File: src/rtl/str_sdiv_post.sv
// str_sdiv_post: pairs unsigned divider results with queued sign/exception tags and restores signs.
// Define STR_SDIV_POST_SAT_EN to saturate divide-by-zero and overflow results.
module str_sdiv_post #(
   parameter int DW        = 8,
   parameter int TAG_DEPTH = 16
) (
   input  logic          clk,
   input  logic          rst_n,
   input  logic          tag_qneg,
   input  logic          tag_rneg,
   input  logic          tag_dz,
   input  logic          tag_valid,
   output logic          tag_ready,
   input  logic [DW-1:0] div_quotient,
   input  logic [DW-1:0] div_remainder,
   input  logic          div_last,
   input  logic          div_valid,
   output logic          div_ready,
   output logic [DW-1:0] out_quotient,
   output logic [DW-1:0] out_remainder,
   output logic          out_dz,
   output logic          out_ovf,
   output logic          out_last,
   output logic          out_valid,
   input  logic          out_ready
);

   localparam int AW = (TAG_DEPTH > 1) ? $clog2(TAG_DEPTH) : 1;
   localparam logic [AW:0] DEPTH_C = (AW+1)'(TAG_DEPTH);

   typedef struct packed {
      logic qneg;
      logic rneg;
      logic dz;
   } tag_t;

   function automatic logic signed [DW-1:0] sign_restore(input logic [DW-1:0] mag, input logic neg);
      logic signed [DW-1:0] s;
      s = $signed(mag);
      return neg ? -s : s;
   endfunction

`ifdef STR_SDIV_POST_SAT_EN
   function automatic logic signed [DW-1:0] sat_quotient(input logic neg);
      return neg ? $signed({1'b1, {(DW-1){1'b0}}}) : $signed({1'b0, {(DW-1){1'b1}}});
   endfunction
`endif

   tag_t          tag_mem_q [TAG_DEPTH];
   tag_t          tag_in;
   tag_t          tag_head;
   logic [AW-1:0] wr_ptr_q, wr_ptr_d;
   logic [AW-1:0] rd_ptr_q, rd_ptr_d;
   logic [AW:0]   count_q, count_d;
   logic          push;
   logic          pop;
   logic          out_free;

   logic signed [DW-1:0] q_res;
   logic signed [DW-1:0] r_res;
   logic                 ovf_res;

   logic [DW-1:0] out_quotient_q, out_quotient_d;
   logic [DW-1:0] out_remainder_q, out_remainder_d;
   logic          out_dz_q, out_dz_d;
   logic          out_ovf_q, out_ovf_d;
   logic          out_last_q, out_last_d;
   logic          out_valid_q, out_valid_d;

   // Handshakes: a result is only consumed when a tag is queued and the output slot can take it.
   assign tag_in    = '{qneg: tag_qneg, rneg: tag_rneg, dz: tag_dz};
   assign tag_head  = tag_mem_q[rd_ptr_q];
   assign tag_ready = (count_q != DEPTH_C);
   assign out_free  = out_ready | ~out_valid_q;
   assign div_ready = (count_q != '0) & out_free;
   assign push      = tag_valid & tag_ready;
   assign pop       = div_valid & div_ready;

   always_comb begin
      wr_ptr_d = wr_ptr_q;
      rd_ptr_d = rd_ptr_q;
      count_d  = count_q;
      if (push) wr_ptr_d = wr_ptr_q + AW'(1);
      if (pop)  rd_ptr_d = rd_ptr_q + AW'(1);
      case ({push, pop})
         2'b10:   count_d = count_q + (AW+1)'(1);
         2'b01:   count_d = count_q - (AW+1)'(1);
         default: count_d = count_q;
      endcase
   end

   always_ff @(posedge clk) begin
      if (push) tag_mem_q[wr_ptr_q] <= tag_in;
   end

   always_ff @(posedge clk or negedge rst_n) begin
      if (!rst_n) begin
         wr_ptr_q <= '0;
         rd_ptr_q <= '0;
         count_q  <= '0;
      end else begin
         wr_ptr_q <= wr_ptr_d;
         rd_ptr_q <= rd_ptr_d;
         count_q  <= count_d;
      end
   end

   // Sign restore of the head result; overflow means a non-negative quotient whose magnitude hit the sign bit.
   always_comb begin
      q_res   = sign_restore(div_quotient, tag_head.qneg);
      r_res   = sign_restore(div_remainder, tag_head.rneg);
      ovf_res = ~tag_head.qneg & div_quotient[DW-1];
`ifdef STR_SDIV_POST_SAT_EN
      if (tag_head.dz) begin
         q_res = sat_quotient(tag_head.qneg);
         r_res = '0;
      end else if (ovf_res) begin
         q_res = sat_quotient(1'b0);
      end
`endif
   end

   always_comb begin
      out_quotient_d  = out_quotient_q;
      out_remainder_d = out_remainder_q;
      out_dz_d        = out_dz_q;
      out_ovf_d       = out_ovf_q;
      out_last_d      = out_last_q;
      out_valid_d     = out_valid_q;
      if (pop) begin
         out_quotient_d  = $unsigned(q_res);
         out_remainder_d = $unsigned(r_res);
         out_dz_d        = tag_head.dz;
         out_ovf_d       = ovf_res;
         out_last_d      = div_last;
         out_valid_d     = 1'b1;
      end else if (out_ready) begin
         out_valid_d     = 1'b0;
      end
   end

   always_ff @(posedge clk or negedge rst_n) begin
      if (!rst_n) begin
         out_quotient_q  <= '0;
         out_remainder_q <= '0;
         out_dz_q        <= 1'b0;
         out_ovf_q       <= 1'b0;
         out_last_q      <= 1'b0;
         out_valid_q     <= 1'b0;
      end else begin
         out_quotient_q  <= out_quotient_d;
         out_remainder_q <= out_remainder_d;
         out_dz_q        <= out_dz_d;
         out_ovf_q       <= out_ovf_d;
         out_last_q      <= out_last_d;
         out_valid_q     <= out_valid_d;
      end
   end

   assign out_quotient  = out_quotient_q;
   assign out_remainder = out_remainder_q;
   assign out_dz        = out_dz_q;
   assign out_ovf       = out_ovf_q;
   assign out_last      = out_last_q;
   assign out_valid     = out_valid_q;

endmodule

File: config.mk
export PLATFORM = sky130hd
export DESIGN_NAME = str_sdiv_post
export DESIGN_NICKNAME = d
export VERILOG_FILES = /design/src/rtl/str_sdiv_post.sv
export SDC_FILE = /design/constraint.sdc
export NUM_CORES = 1
export LEC_CHECK = 0
export CORE_MARGIN = 2
export CORE_UTILIZATION = 30
export DETAILED_ROUTE_END_ITERATION = 12
export HOLD_SLACK_MARGIN = 0.05
export PLACE_DENSITY = 0.56
export SYNTH_ARGS = -nofsm -noshare
export SYNTH_HDL_FRONTEND = slang
export SYNTH_SLANG_ARGS = --single-unit
export TNS_END_PERCENT = 5
File: constraint.sdc
create_clock -name clk -period 4 [get_ports clk]
set_clock_uncertainty 0.05 [all_clocks]
set_input_delay 0.8 -clock clk [delete_from_list [all_inputs] [get_ports clk]]
set_output_delay 0.8 -clock clk [all_outputs]
set_load 0.05 [all_outputs]
[Word level (Yosys, flattened, before mapping)]
Memories as Yosys holds them, arrays and structs flattened.
Cells that the tools add are included.
Cells by class
  divide/modulo/power cells: 0
  mux-type cells: 7
  $add $sub $neg: 6
  bitwise operators: 7
  shifts and indexed selects: 0
  order comparisons: 0
  $mul: 0
  reduce and logical (&&, ||, !) cells: 3
  eq/ne operators: 3
Operators by type and width (number)
  $mux 8: 2
  $neg 8->8: 2
  $pmux 5 s2: 1
  $add 4x1->4 const B: 2
  $add 5x1->5 const B: 1
  $ne 5x5->1 const B: 1
  $reduce_bool 5->1: 1
  $sub 5x1->5 const B: 1
  $and 1x1->1: 4
  $mux 1: 4
  $reduce_bool 2->1: 2
  $eq 2x1->1 const B: 1
  $eq 2x2->1 const B: 1
  $not 1->1: 2
  $or 1x1->1: 1
Word-level totals
  memories: 1
  register bits after elaboration: 33
  input port bits: 25
  latch bits: 0
  bits in writable memories: 48
  ROM bits: 0
Memory list
  tag_mem_q: words 16, width 3, rd ports 1, clocked after Yosys merged registers in 0, write ports 1, RTL line 49  | tag_t tag_mem_q [TAG_DEPTH];

[Depth between registers and ports, before layout]
Gate-level depths: netlist of the first run.
  depth in word-level cells: 6
  depth in mapped cells: 13
  depth with buffers taken out: 12

[Least setup slack after synthesis of the first run]
OpenSTA, ideal clock, no wires.
  path kind: input-to-reg
  start: in out_ready
  end: reg count_q[4]
  setup time: 0.080 ns
  stages on the path: 12
  data required time: 3.870 ns
  setup slack: 0.007 ns
  arrival time: 3.863 ns
  cells stage by stage: nand2b_1 > a21boi_0 > nand2_1 > inv_1 > ha_1 > inv_1 > fa_1 > nor2b_1 > o21ai_0 > and3_1 > nor3_1 > xnor2_1
Between the ends
  longest elaborated chain between the ends: 5
  elaborated cells on any way between the ends: 7
  classes of those cells: eq/ne (2); mux (1); bitwise (3); reduce/logical (1)
Ends and longest elaborated chain
  start, declared: RTL line 25  | input logic out_ready
  $or 1x1->1 *: RTL line 74  | assign out_free = out_ready | ~out_valid_q;
  $and 1x1->1 *: RTL line 75  | assign div_ready = (count_q != '0) & out_free;
  named net div_ready: RTL line 18  | output logic div_ready,
  $and 1x1->1 *: RTL line 77  | assign pop = div_valid & div_ready;
  $eq 2x1->1 / $eq 2x2->1 (equally long branches): RTL line 85  | case ({push, pop})
  $pmux 5 s2 / $reduce_bool 2->1 (equally long branches)
  end signal, assigned: RTL line 104  | count_q <= count_d;
  end, declared: RTL line 54  | logic [AW:0] count_q, count_d;
Mark *: on every way through the listed nets, which the timed path passes. The rest lies on a longest branch.
A chain may end at the register's enable or synchronous reset.

[Worst setup path after layout of the first run]
  start: in out_ready
  end: out div_ready
Between the ends
  longest elaborated chain between the ends: 2
Ends and longest elaborated chain (RTL line)
  $or 1x1->1: 74
  $and 1x1->1: 75
  end, declared: 18
Every way passes these cells.

==> flow_metrics.tcl, run 1 <==
set metrics [dict create \
    cts_resized 0 \
    postSynthAreaPerCell_um2 13.4 \
    clkSlewWorstSetupHoldPaths_ns 0.06 \
    antenna_found_initial 0 \
    die_area_mm2 0.0134 \
    pin_count 47 \
    hold_class "reg2reg" \
    clockBufferDepth 2 \
    crit_required_ns 3.15 \
    cpPeakStageDelay_ns 0.86 \
    core_area_mm2 0.0121 \
    path_cells "clkdlybuf4s50_1 > nand2b_1 > a21boi_0 > clkdlybuf4s50_1" \
    synth_area_leader_cell "edfxtp_1" \
    synth_mux_area_frac 0.0906 \
    postRouteAntennaNets 0 \
    die_h_um 116 \
    postLayoutCellArea_mm2 0.00465 \
    grt_max_degree 39 \
    fin_tns_setup_ns 0 \
    post_drt_wl_per_cell_um 14.1 \
    synthAdderAreaFrac 0.0421 \
    period_minus_slack_ns 3.37 \
    antenna-diode-count 0 \
    critical_path_peak_fanout 2 \
    total_leakage_power_nw 1.78 \
    utilization 0.384 \
    synth_seq_cells 81 \
    cp_common_cell "clkdlybuf4s50_1" \
    hold_path_depth 2 \
    cp_slowest_cell "clkdlybuf4s50_1" \
    hpwl_um 5140 \
    cpLargestDelayFamily "buffers and inverters" \
    initial_core_util 0.309 \
    synth.area.top_cells "edfxtp_1 (39%), dfrtp_1 (22%), mux4_1 (4.9%)" \
    synthDistinctLibCells 35 \
    drc_errors 0 \
    fmaxAchievable_mhz 297 \
    place_area_mm2 0.00436 \
    grtUsageTotal 0.116 \
    hold_viol_final 0 \
    vias 2264 \
    path_class "in2out" \
    wirelength_um 7050 \
    cap_violations 0 \
    p_per_area_mw_per_mm2 785 \
    synth_compound_gate_area_share 0.0769 \
    clkLatencyLatePin_ns 0.33 \
    clock_sinks 81 \
    first_iter_violations 147 \
    worstSetupStartpointType "input port" \
    cts_tree "done" \
    setup_viol 0 \
    viasPerCell 4.52 \
    tightest_slew_ns 0.822 \
    synthCells 280 \
    cts-root-buf "clkbuf_16" \
    run_status "complete, no violations" \
    dieWidth_um 116 \
    hold_buffers 0 \
    grt_pass1_vias 2299 \
    drtPass1Iterations 6 \
    grt_pass1_wl_um 11600 \
    syn-num-nets 317 \
    cp.depth 4 \
    portBuffers 46 \
    ys_warn_count 0 \
    cts_made_buffers 9 \
    gp_congestion 0.784 \
    irDropWorstVdd_mv 0.251 \
    total_power_mw 3.65 \
    drive_gt1_frac 0.0841 \
    htreeDepth 3 \
    finalCritPeriodShare 0.843 \
    netlist.area_leader.share 0.385 \
    globalRoute.totalOverflow 0 \
    yosysSeqAreaShare 0.606 \
    synth_area_mm2 0.00374 \
    crit_arrival_ns 2.52 \
    synth-xor-area-share 0.0515 \
    synth_top_family_by_area "simple AND/OR/NAND/NOR gates" \
    path_buf_inv 2 \
    slew_viol_final 0 \
    post-cts-setup-buffers 0 \
    nNetsFinal 365 \
    slew_headroom 0.452 \
    reg2reg_depth 12 \
    rsz0062_at_grt "false" \
    endpoint_kind "output pin" \
    rows 40 \
    rrSetupSlack_ns 1.08 \
    syn_to_final_growth_pct 24.3 \
    yosys.area_share.simple 0.102 \
]
-- through the flow --
step           hold WS, ns  std cells  worst slack (ns)
2_1_floorplan        0.429        280           0.00703
3_3_place_gp         0.414        485             0.540
3_5_place_dp         0.423        485             0.367
4_1_cts              0.436        501             0.626
5_1_grt              0.474        501             0.517
6_report             0.428        501             0.629
-- synth_stat cells --
cell type,count
nor2b_1,3
a21oi_1,11
xor2_1,2
a22oi_4,4
buf_12,1
nor4b_1,1
dfrtp_1,33
a21boi_0,1
nand2_1,42
buf_6,1
ha_1,11
and2_1,2
fa_1,1
clkbuf_1,4
buf_2,4
mux4_2,6
nor3_1,9
o21ai_0,10
nand4_1,2
buf_1,1
a21o_1,1
a21boi_1,3
mux4_1,7
nand2b_1,3
nor4_1,2
edfxtp_1,48
o21ai_1,12
and3_1,1
mux2i_1,2
or3b_2,2
xnor2_1,20
or3_1,1
or4_1,1
inv_1,13
nor2_1,15
-- cell usage in the layout, fill, tap and decap left out, types with 9 or more instances in the layout --
cell type        netlist  routed
nand2_1               42      42
xnor2_1               20      20
o21ai_1               12      12
nor2_1                15      15
o21ai_0               10      10
dfrtp_1               33      33
ha_1                  11      11
nor3_1                 9       9
a21oi_1               11      11
edfxtp_1              48      48
clkdlybuf4s50_1        0      46
inv_1                 13      13
clkbuf_16              0       9
-- area by class of cell --
| class | count | area [um^2] |
|---|---|---|
| Fill cell | 1177 | 7460 |
| Tap cell | 168 | 210 |
| Clock inverter | 7 | 70.1 |
| Sequential cell | 81 | 2270 |
| Timing Repair Buffer | 48 | 475 |
| Inverter | 13 | 48.8 |
| Multi-Input combinational cell | 175 | 1360 |
| Clock buffer | 9 | 225 |
-- power by group --
part	leakage [nW]	internal, mW	switching, mW
clock	0.137	0.482	0.329
combinational	0.807	0.647	0.891
sequential	0.835	1.10	0.207
-- sequential cells by signal (all words and copies together) (netlist names) --
| register | count |
|---|---|
| wr_ptr_q | 4 |
| out_last | 1 |
| rd_ptr_q | 4 |
| out_quotient | 8 |
| tag_mem_q | 48 |
| out_remainder | 8 |
| out_valid | 1 |
| out_ovf | 1 |
| out_dz | 1 |
| count_q | 5 |
-- tightest hold or removal path: stages (launching register included) --
cell and delay [ns]:
dfrtp_1 0.34, nand2_1 0.05, o21ai_0 0.06
-- layer usage --
metal,vias up,global-route usage,share of wire
met5,-,0,0
met4,0,0.0524,0.022
met3,14,0.0345,0.042
met2,48,0.186,0.48
met1,1091,0.144,0.46
li1,1111,-,-
-- kinds of logic after synthesis --
| family | after synthesis |
|---|---|
| AND/OR/NAND/NOR | 84 |
| flip-flops | 81 |
| AO/OA/AOI/OAI | 42 |
| buffers and inverters | 24 |
| XOR/XNOR | 22 |
| multiplexers | 15 |
| adder cells (fa/ha/maj) | 12 |
-- final timing paths --
path | from | endpoint
setup / recovery | out_ready | div_ready
hold / removal | out_remainder[0] | out_remainder[0]
setup reg to reg | count_q[0] | count_q[4]
hold reg to reg | out_remainder[0] | out_remainder[0]
max in group asynchronous | rst_n | out_remainder[0]
min in group asynchronous | rst_n | out_quotient[6]
(Power assumes the default switching activity.)
==> run 2, diff against run 1 <==
==> constraint.sdc (replaced) <==
create_clock -name clk -period 3.5 [get_ports clk]
set_clock_uncertainty 0.05 [all_clocks]
set_input_delay 0.7 -clock clk [delete_from_list [all_inputs] [get_ports clk]]
set_output_delay 0.7 -clock clk [all_outputs]
set_load 0.05 [all_outputs]
==> flow_metrics.tcl, run 2 (synthesized netlist as in run 1, its figures left out) <==
set metrics [dict create \
    cts-root-buf "clkbuf_16" \
    rows 40 \
    layout_common_cells "edfxtp_1 (48), clkdlybuf4s50_1 (46), nand2_1 (42), dfrtp_1 (33), xnor2_1 (20)" \
    critical_path_peak_fanout 2 \
    viasPerCell 4.46 \
    finalWorstSetupSlack_ns 0.458 \
    irDropWorstVdd_mv 0.259 \
    cts_resized 0 \
    slew_headroom 0.575 \
    endpoint_kind "output pin" \
    top_register "tag_mem_q" \
    antenna-diode-count 0 \
    run_status "complete, no violations" \
    finalCritPeriodShare 0.869 \
    drive_gt1_frac 0.0896 \
    dp.cells 487 \
    total_leakage_power_nw 1.79 \
    hpwl_um 5230 \
    path_buf_inv 2 \
    period_minus_slack_ns 3.04 \
    die_h_um 116 \
    grt_pass1_vias 2390 \
    vias 2244 \
    gp_congestion 0.759 \
    cp_slowest_cell "clkdlybuf4s50_1" \
    core_area_mm2 0.0121 \
    clock_sinks 81 \
    cp_common_cell "clkdlybuf4s50_1" \
    fmaxAchievable_mhz 329 \
    grt_max_degree 39 \
    grtUsageTotal 0.122 \
    path_cells "clkdlybuf4s50_1 > nand2b_1 > a21boi_1 > clkdlybuf4s50_1" \
    hold_buffers 0 \
    slew_viol_final 0 \
    first_iter_violations 166 \
    portBuffers 46 \
    fin_cells 503 \
    grt_pass1_wl_um 12200 \
    tightest_slew_ns 0.636 \
    dieWidth_um 116 \
    largest_register_ffs 48 \
    pin_count 47 \
    hold_ws_ns 0.433 \
    cpLargestDelayFamily "buffers and inverters" \
    htreeDepth 3 \
    rsz0062_at_grt "false" \
    nNetsFinal 367 \
    path_class "in2out" \
    post-cts-setup-buffers 0 \
    cap_violations 0 \
    initial_core_util 0.309 \
    hold_class "reg2reg" \
    post_drt_wl_per_cell_um 14.6 \
    final_common_cell "edfxtp_1" \
    utilization 0.385 \
    setup_viol 0 \
    antenna_found_initial 0 \
    drtPass1Iterations 6 \
    fin_tns_setup_ns 0 \
    cts_tree "done" \
    place_area_mm2 0.00437 \
    pre_cts_ws_ns 0.252 \
    p_per_area_mw_per_mm2 897 \
    clkLatencyLatePin_ns 0.33 \
    worstSetupStartpointType "input port" \
    syn_to_final_growth_pct 24.5 \
    total_power_mw 4.18 \
    wirelength_um 7340 \
    hold_viol_final 0 \
    crit_arrival_ns 2.29 \
    drc_errors 0 \
    die_area_mm2 0.0134 \
    cts_made_buffers 9 \
    clkSlewWorstSetupHoldPaths_ns 0.06 \
    postRouteAntennaNets 0 \
    clockBufferDepth 2 \
    crit_required_ns 2.75 \
    globalRoute.totalOverflow 0 \
    cpPeakStageDelay_ns 0.83 \
    postLayoutCellArea_mm2 0.00466 \
]
## run 2: path summary, 6_finish.rpt
| kind | slack (ns) | startpoint | cells after the start | end |
|---|---|---|---|---|
| max | 0.46 | out_ready | 4 | div_ready |
| min | 0.43 | out_quotient[7] | 2 | out_quotient[7] |
| max reg2reg | 0.58 | count_q[1] | 12 | count_q[4] |
| min reg2reg | 0.43 | out_quotient[7] | 2 | out_quotient[7] |
| max in group asynchronous | 2.35 | rst_n | 2 | out_remainder[4] |
| min in group asynchronous | 0.72 | rst_n | 2 | out_last |
## run 2: layout make-up
| class | count | area [um^2] |
|---|---|---|
| clock buffers | 10 | 229 |
| clock inverters | 6 | 58.8 |
| fillers | 1183 | 7450 |
| inverters | 13 | 48.8 |
| multi-input cells | 175 | 1360 |
| flip-flops and latches | 81 | 2270 |
| well taps | 168 | 210 |
| repair buffers | 50 | 490 |
## run 2: tightest hold or removal path: stages (launching register included)
cell and delay (ns):
dfrtp_1 0.34, nand2_1 0.05, o21ai_1 0.06
## run 2: layer usage
layer / vias to the layer above / GRT usage / routed length (um)
li1: 1108 / - / -
met1: 1085 / 0.148 / 3400
met2: 45 / 0.207 / 3540
met3: 6 / 0.0377 / 314
met4: 0 / 0.0381 / 72
met5: - / 0 / 0
## run 2: where the power goes
part           internal [mW]  switching (mW)
clock                  0.547           0.362
sequential              1.25           0.215
combinational          0.751            1.05
